$ cat src/rtl/truth_table_scanner_pkg.sv
// Shared definitions for the truth-table scanner: FSM state encoding and code count.
package truth_table_scanner_pkg;

  localparam int unsigned SCAN_N_CODES = 8;

  typedef enum logic [1:0] {
    ST_IDLE   = 2'd0,
    ST_HOLD   = 2'd1,
    ST_SAMPLE = 2'd2,
    ST_FINISH = 2'd3
  } state_e;

endpackage

$ cat src/rtl/truth_table_scanner_settle_timer.sv
// Settle-time counter: counts up while enabled, flags when SETTLE_CYCLES is reached.
module settle_timer #(
  parameter int unsigned SETTLE_CYCLES = 1
) (
  input  logic       clk,
  input  logic       rst,
  input  logic       clr,
  input  logic       en,
  output logic       tc,
  output logic [3:0] count
);

  localparam logic [3:0] TC_VAL = 4'(SETTLE_CYCLES);

  logic [3:0] count_d, count_q;

  always_comb begin
    count_d = count_q;
    if (clr) begin
      count_d = 4'd0;
    end else if (en && (count_q != TC_VAL)) begin
      count_d = count_q + 4'd1;
    end
  end

  always_ff @(posedge clk) begin
    if (rst) begin
      count_q <= 4'd0;
    end else begin
      count_q <= count_d;
    end
  end

  assign tc    = (count_q == TC_VAL);
  assign count = count_q;

endmodule

$ cat src/rtl/truth_table_scanner.sv
// Sweeps a 3-input function stage through all codes, captures y per code and
// compares the assembled truth vector against a mask latched at start.
module truth_table_scanner
  import truth_table_scanner_pkg::*;
#(
  parameter int unsigned SETTLE_CYCLES = 1,
  parameter int unsigned N_CODES       = SCAN_N_CODES
) (
  input  logic       clk,
  input  logic       rst,
  input  logic       start,
  input  logic [7:0] expected,
  output logic       a,
  output logic       b,
  output logic       c,
  input  logic       y,
  output logic       busy,
  output logic       done,
  output logic [7:0] truth,
  output logic       match,
  output logic [3:0] mismatch_cnt,
  output logic [2:0] first_bad
);

  localparam logic [2:0] LAST_IDX = 3'(N_CODES - 1);

  state_e     state_d, state_q;
  logic [2:0] idx_d, idx_q;
  logic [7:0] exp_d, exp_q;
  logic [7:0] truth_d, truth_q;
  logic [3:0] cnt_d, cnt_q;
  logic [2:0] first_bad_d, first_bad_q;
  logic       match_d, match_q;

  logic       tmr_tc;
  logic [3:0] tmr_count;

  // Counter sits at zero outside HOLD, so every HOLD entry starts a fresh settle window.
  settle_timer #(
    .SETTLE_CYCLES(SETTLE_CYCLES)
  ) u_settle_timer (
    .clk  (clk),
    .rst  (rst),
    .clr  (state_q != ST_HOLD),
    .en   (state_q == ST_HOLD),
    .tc   (tmr_tc),
    .count(tmr_count)
  );

  always_comb begin
    state_d     = state_q;
    idx_d       = idx_q;
    exp_d       = exp_q;
    truth_d     = truth_q;
    cnt_d       = cnt_q;
    first_bad_d = first_bad_q;
    match_d     = match_q;
    case (state_q)
      ST_IDLE: begin
        if (start) begin
          exp_d       = expected;
          truth_d     = 8'd0;
          idx_d       = 3'd0;
          cnt_d       = 4'd0;
          first_bad_d = 3'd0;
          match_d     = 1'b0;
          state_d     = ST_HOLD;
        end
      end
      ST_HOLD: begin
        if (tmr_tc) begin
          state_d = ST_SAMPLE;
        end
      end
      ST_SAMPLE: begin
        truth_d[idx_q] = y;
        if (exp_q[idx_q] != y) begin
          cnt_d = cnt_q + 4'd1;
          if (cnt_q == 4'd0) begin
            first_bad_d = idx_q;
          end
        end
        // match is resolved on the way into FINISH so it is valid alongside done.
        if (idx_q == LAST_IDX) begin
          match_d = (cnt_d == 4'd0);
          state_d = ST_FINISH;
        end else begin
          idx_d   = idx_q + 3'd1;
          state_d = ST_HOLD;
        end
      end
      ST_FINISH: begin
        idx_d   = 3'd0;
        state_d = ST_IDLE;
      end
      default: begin
        state_d = ST_IDLE;
      end
    endcase
  end

  always_ff @(posedge clk) begin
    if (rst) begin
      state_q     <= ST_IDLE;
      idx_q       <= 3'd0;
      exp_q       <= 8'd0;
      truth_q     <= 8'd0;
      cnt_q       <= 4'd0;
      first_bad_q <= 3'd0;
      match_q     <= 1'b0;
    end else begin
      state_q     <= state_d;
      idx_q       <= idx_d;
      exp_q       <= exp_d;
      truth_q     <= truth_d;
      cnt_q       <= cnt_d;
      first_bad_q <= first_bad_d;
      match_q     <= match_d;
    end
  end

  logic [2:0] code;
  assign code = (state_q == ST_IDLE) ? 3'd0 : idx_q;

  assign a            = code[2];
  assign b            = code[1];
  assign c            = code[0];
  assign busy         = (state_q == ST_HOLD) || (state_q == ST_SAMPLE);
  assign done         = (state_q == ST_FINISH);
  assign truth        = truth_q;
  assign match        = match_q;
  assign mismatch_cnt = cnt_q;
  assign first_bad    = first_bad_q;

  logic unused_ok;
  assign unused_ok = ^tmr_count;

endmodule

$ cat config.mk
export PLATFORM = sky130hd
export DESIGN_NAME = truth_table_scanner
export DESIGN_NICKNAME = d
export VERILOG_FILES = /design/src/rtl/truth_table_scanner_pkg.sv /design/src/rtl/truth_table_scanner_settle_timer.sv /design/src/rtl/truth_table_scanner.sv
export SDC_FILE = /design/constraint.sdc
export NUM_CORES = 1
export LEC_CHECK = 0
export CORE_ASPECT_RATIO = 2
export CORE_MARGIN = 2
export CORE_UTILIZATION = 52
export DETAILED_ROUTE_END_ITERATION = 12
export PLACE_DENSITY = 0.83
export RECOVER_POWER = 100
export SLEW_MARGIN = 40
export SYNTH_ARGS = -nofsm -noshare
export SYNTH_HDL_FRONTEND = slang
export SYNTH_HIERARCHICAL = 1
export SYNTH_SLANG_ARGS = --single-unit
$ cat constraint.sdc
create_clock -name clk -period 5.2 [get_ports clk]
set_clock_uncertainty 0.1 [all_clocks]
set_input_delay 1.04 -clock clk [delete_from_list [all_inputs] [get_ports clk]]
set_output_delay 1.04 -clock clk [all_outputs]
set_load 0.01 [all_outputs]
### Yosys cells after proc, flatten, opt, wreduce, memory -nomap -nowiden

Cells that the tools add are included.

| cells by class | value |
|---|---|
| add/subtract/negate cells | 3 |
| order comparisons | 2 |
| equal/unequal tests | 14 |
| muxes and demuxes | 25 |
| reductions and logical operators | 15 |

Operators by type and width:

| cell | number |
|---|---|
| one-hot mux 8 bit (2 select lines) | 1 |
| 2-to-1 mux 3 bit | 5 |
| 2-to-1 mux 4 bit | 3 |
| != test 2 bit, second input constant | 6 |
| one-hot mux 3 bit (3 select lines) | 1 |
| adder 4 x 1 -> 4 bit, second input constant | 2 |
| bitwise mux 8 bit | 1 |
| logical NOT 4 bit | 2 |
| 2-to-1 mux 8 bit | 1 |
| one-hot mux 2 bit (4 select lines) | 1 |
| one-hot mux 4 bit (2 select lines) | 1 |
| 2-to-1 mux 2 bit | 3 |
| one-hot mux 3 bit (2 select lines) | 1 |
| AND reduction 2 bit | 3 |
| AND reduction 3 bit | 2 |
| == test 2 bit, second input constant | 2 |
| == test 4 x 1 -> 1 bit, second input constant | 1 |
| < comparator 3 x 4 -> 1 bit, second input constant | 1 |
| 2-to-1 mux 1 bit | 4 |
| != test 4 x 1 -> 1 bit, second input constant | 1 |
| AND reduction 4 bit | 1 |
| adder 3 x 1 -> 3 bit, second input constant | 1 |
| binary-select mux 1 bit (select 3 bit) | 1 |
| demux 1 bit (select 3 bit) | 1 |
| 12 further kinds | 13 |

| storage, ports and cells | value |
|---|---|
| register bits | 33 |
| input bits | 12 |
| logic and storage cells | 67 |

### Longest topological paths before layout

| depth | value |
|---|---|
| word-level depth | 8 |
| depth in mapped cells | 9 |
| depth with buffers taken out | 8 |

### Hierarchy

Netlist, hierarchy kept.

Modules (own cells, without submodules):

| module | times used | cells an instance | area each (µm²) | seq. area each (µm²) |
|---|---|---|---|---|
| truth_table_scanner | 1 | 190 | 1,550.2 | 580.6 |
| settle_timer | 1 | 23 | 207.7 | 80.1 |

### Worst setup path after synthesis

OpenSTA, ideal clock, no wires.

| timing | value |
|---|---|
| kind | input port to flip-flop |
| from | in start |
| to | reg first_bad_q[0], in the netlist first_bad[0] |
| setup time | 132 ps |
| arrival | 2,106 ps |
| slack | 2,862 ps |
| stages | 7 |
| buffers on the path | 1 |
| cell sequence | clkbuf_1 -> mux2_2 -> nand4_1 -> mux2i_1 -> a21oi_1 -> nand2_1 -> a21oi_1 |

| between the ends | value |
|---|---|
| cells in the longest elaborated chain, start to end | 2 |

RTL lines:

| what | RTL line | source |
|---|---|---|
| start: declaration | truth_table_scanner.sv:11 | `input logic start,` |
| != test 2 bit (no line) | - |  |
| AND reduction 4 bit (no line) | - |  |
| end signal: assignment | truth_table_scanner.sv:117 | `first_bad_q <= first_bad_d;` |
| end: declaration | truth_table_scanner.sv:32 | `logic [2:0] first_bad_d, first_bad_q;` |

Every way passes these cells.
A chain may end at the register's enable or synchronous reset.

### Worst setup path after layout

| timing | value |
|---|---|
| from | reg state_q[0] |
| to | out b |

| between the ends | value |
|---|---|
| cells in the longest elaborated chain, start to end | 2 |

RTL lines:

| what | RTL line | source |
|---|---|---|
| start: declaration | truth_table_scanner.sv:27 | `state_e state_d, state_q;` |
| start signal: assignment | truth_table_scanner.sv:112 | `state_q <= state_d;` |
| logical NOT 2 bit | truth_table_scanner.sv:123 | `assign code = (state_q == ST_IDLE) ? 3'd0 : idx_q;` |
| 2-to-1 mux 3 bit | truth_table_scanner.sv:123 |  |
| end: declaration | truth_table_scanner.sv:14 | `output logic b,` |

Every way passes these cells.

==> flow_summary.toml <==
[detailed_routing]
drc = 0
topRoutingLayerUsed = "met4"
wire_per_inst_um = 14.68
drtPass1Iterations = 4
met2RoutedLength_mm = 2.152
drt_iter0_markers = 42
vias = 1627
met1_length_mm = 1.644
ant_nets = 0
wl_mm = 4.007
wl_met3_um = 111
avgViaCountPerCell = 5.960

[setup_path]
crit_required_ns = 4.06
end_kind = "output pin"
arrival_ns = 1.97
critical_path_peak_fanout = 16
path_class = "register to output pin"
r2r_cells = 6
startpoint_type = "register"

[synthesis]
ys_ff_latch = 33
synth_mux_area_share_pct = 6.192
avgSynthCellArea_um2 = 8.253
synth_commonest_cells = "33 x dfxtp_1, 27 x a21oi_1, 26 x nand2_1, 15 x nor2_1, 12 x nand3_1"
post_synth_num_cell_types = 40
syn_nets = 235
synth_warnings = 6
async_flop_share_pct = 0
yosys.area_share.xor_xnor_pct = 1.423
synth_most_common_cell = "dfxtp_1"
synth_flop_cell = "dfxtp_1"
synth_compound_area_share_pct = 19.79
synth_top_area_share_pct = 37.58
synth_fa_ha_area_share_pct = 7.117
netlist.top_cell.by_area = "dfxtp_1"
synth_seq_area_share_pct = 37.58
syn_inst = 213
synthSimpleGateAreaFrac_pct = 22.56
synth_area_leaders = "dfxtp_1 38%, a21oi_1 7.7%, ha_1 7.1%, nand2_1 5.6%, nand3_1 3.4%"
netlist_area_um2 = 1758
synth_top_family_by_area = "simple AND/OR/NAND/NOR gates"
synth_edf_count = 0

[grt]
grt_pass1_wl_mm = 6.920
grt_pass1_vias = 1598
antenna_found_initial = 0
gr-usage-all-layers_pct = 23.56
grt_max_degree = 33
overflow = 0

[cells_and_area]
areaGrowthSynthToFinish_pct = 22.63
drive_above_1_share_pct = 5.785
fin_nets = 263
post-route-util_pct = 67.52
antenna_cells = 0
instances_no_fill = 273

[placement]
routabilityCongestion = 0.8118
dp_hpwl_mm = 2.778
port_buffers = 32
dp.cells = 265

[flow_run]
drv_cap = 0

[timing]
fmax_mhz = 321.1
final.setup.tns_ns = 0
layout_worst_path_cycle_share_pct = 59.88
rsz0062_at_grt = "false"
slew_headroom_pct = 7.435
worstMarginPinSlew_ns = 1.388
hold_viol_final = 0
finalCriticalPeriod_ns = 3.114
maxSlewViolCount = 0
setup_viol = 0

[clock_network]
hold_buffers = 0
postCtsSetupBuffers = 0
cts_resized = 0
clk_pin_slew_worst_paths_ns = 0.07
cts-root-buf = "clkbuf_8"
cts_max_level = 2
clockBufferDepth = 2
numCtsBuffers = 5
cts_tree = "done"
cts.sinks = 33
insertion_delay_ns = 0.29

[pwr]
p_leak_uw = 0.0008726
clkPwrFrac_pct = 26.4
swShare_pct = 37.25
p_per_area_nw_per_um2 = 369.9
p_comb_share_pct = 35.8
power.internal_uw = 500.4
switchingPower_uw = 297.1
ir_worst_vdd_mv = 0.2952
power_frac_seq_pct = 37.8

[status]
status = "finished, final reports clean"

[worst_hold_path]
whs_path_depth = 2
hp-class = "register to register"

[die]
core_um2 = 3193
initial_core_util_pct = 55.05
die_y_um = 86.23
pin_count = 33
rows = 29
fp.dieW_um = 45.12
die_area_um2 = 3890
[layer usage]
metal	GRT usage, %	vias to the layer above
met3	4.792	8
met4	12.03	0
met2	41.17	27
met1	25.26	789
li1	-	803
met5	0	-
[registers in the layout (all words and copies together) (netlist names)]
register,flops
exp_q,8
truth,8
mismatch_cnt,4
u_settle_timer/count,4
first_bad,3
idx_q,3
state_q,2
match,1
[path summary, 6_finish.rpt]
path / startpoint / endpoint / slack (ns)
setup / recovery: state_q[0] / b / 2.09
setup reg to reg: idx_q[0] / match / 2.45
hold reg to reg: exp_q[2] / exp_q[2] / 0.36
hold / removal: exp_q[2] / exp_q[2] / 0.36
[cell type report]
cell class	count	area (um^2)
Clock buffer	7	96.34
Clock inverter	1	5.005
Fill cell	286	1037
Inverter	12	45.04
Multi-Input combinational cell	157	996.0
Sequential cell	33	660.6
Tap cell	31	38.79
Timing Repair Buffer	32	314.1
[power groups by stage]
stage / clock network, uW / registers [uW] / logic (uW)
final: 211 / 302 / 285
after global routing: 224 / 306 / 321
after CTS: 215 / 302 / 297
after detailed placement: 0 / 307 / 295
after global placement: 0 / 306 / 287
after floorplan: 0 / 297 / 223
[critical path, cell delays in order (launching register included)]
cell	delay [ns]
dfxtp_1	0.40
inv_1	0.09
ha_1	0.40
nor2b_1	0.18
dlygate4sd3_1	0.61
[placed cells by master (no fill, tap or decap), types with 2 or more instances in the layout]
cell and n:
nor3_1 3, a21oi_1 27, ha_1 10, o21ai_0 11
clkdlybuf4s50_1 9, nor2_1 15, a31oi_1 2, o21ai_1 3
nand4_1 3, mux2i_1 3, mux4_2 2, a21boi_0 2
nand3_1 12, dfxtp_1 33, nor2b_1 7, clkbuf_8 7
dlygate4sd3_1 22, a22oi_1 5, inv_1 11, o211a_1 2
nand2_1 26, nand2b_1 3, or3_1 4
[metrics by stage]
step	total power [uW]	worst slack [ns]	instance area (um^2)	hold slack, ns
final	797.5	2.086	2156	0.3560
after global routing	851.1	1.952	2156	0.3743
after CTS	813.9	2.134	2165	0.3567
after detailed placement	601.8	2.086	2063	0.3452
after global placement	592.9	2.080	2068	0.3408
after floorplan	520.8	2.862	1758	0.3331
[cell families (layout without fill, tap and decap cells)]
kind of cell             Yosys count  after routing
buffers and inverters             23             52
AO/OA/AOI/OAI                     58             58
flip-flops                        33             33
AND/OR/NAND/NOR                   80             80
adder cells (fa/ha/maj)           10             10
multiplexers                       7              7
XOR/XNOR                           2              2
Power figures use the tool's default switching activity.
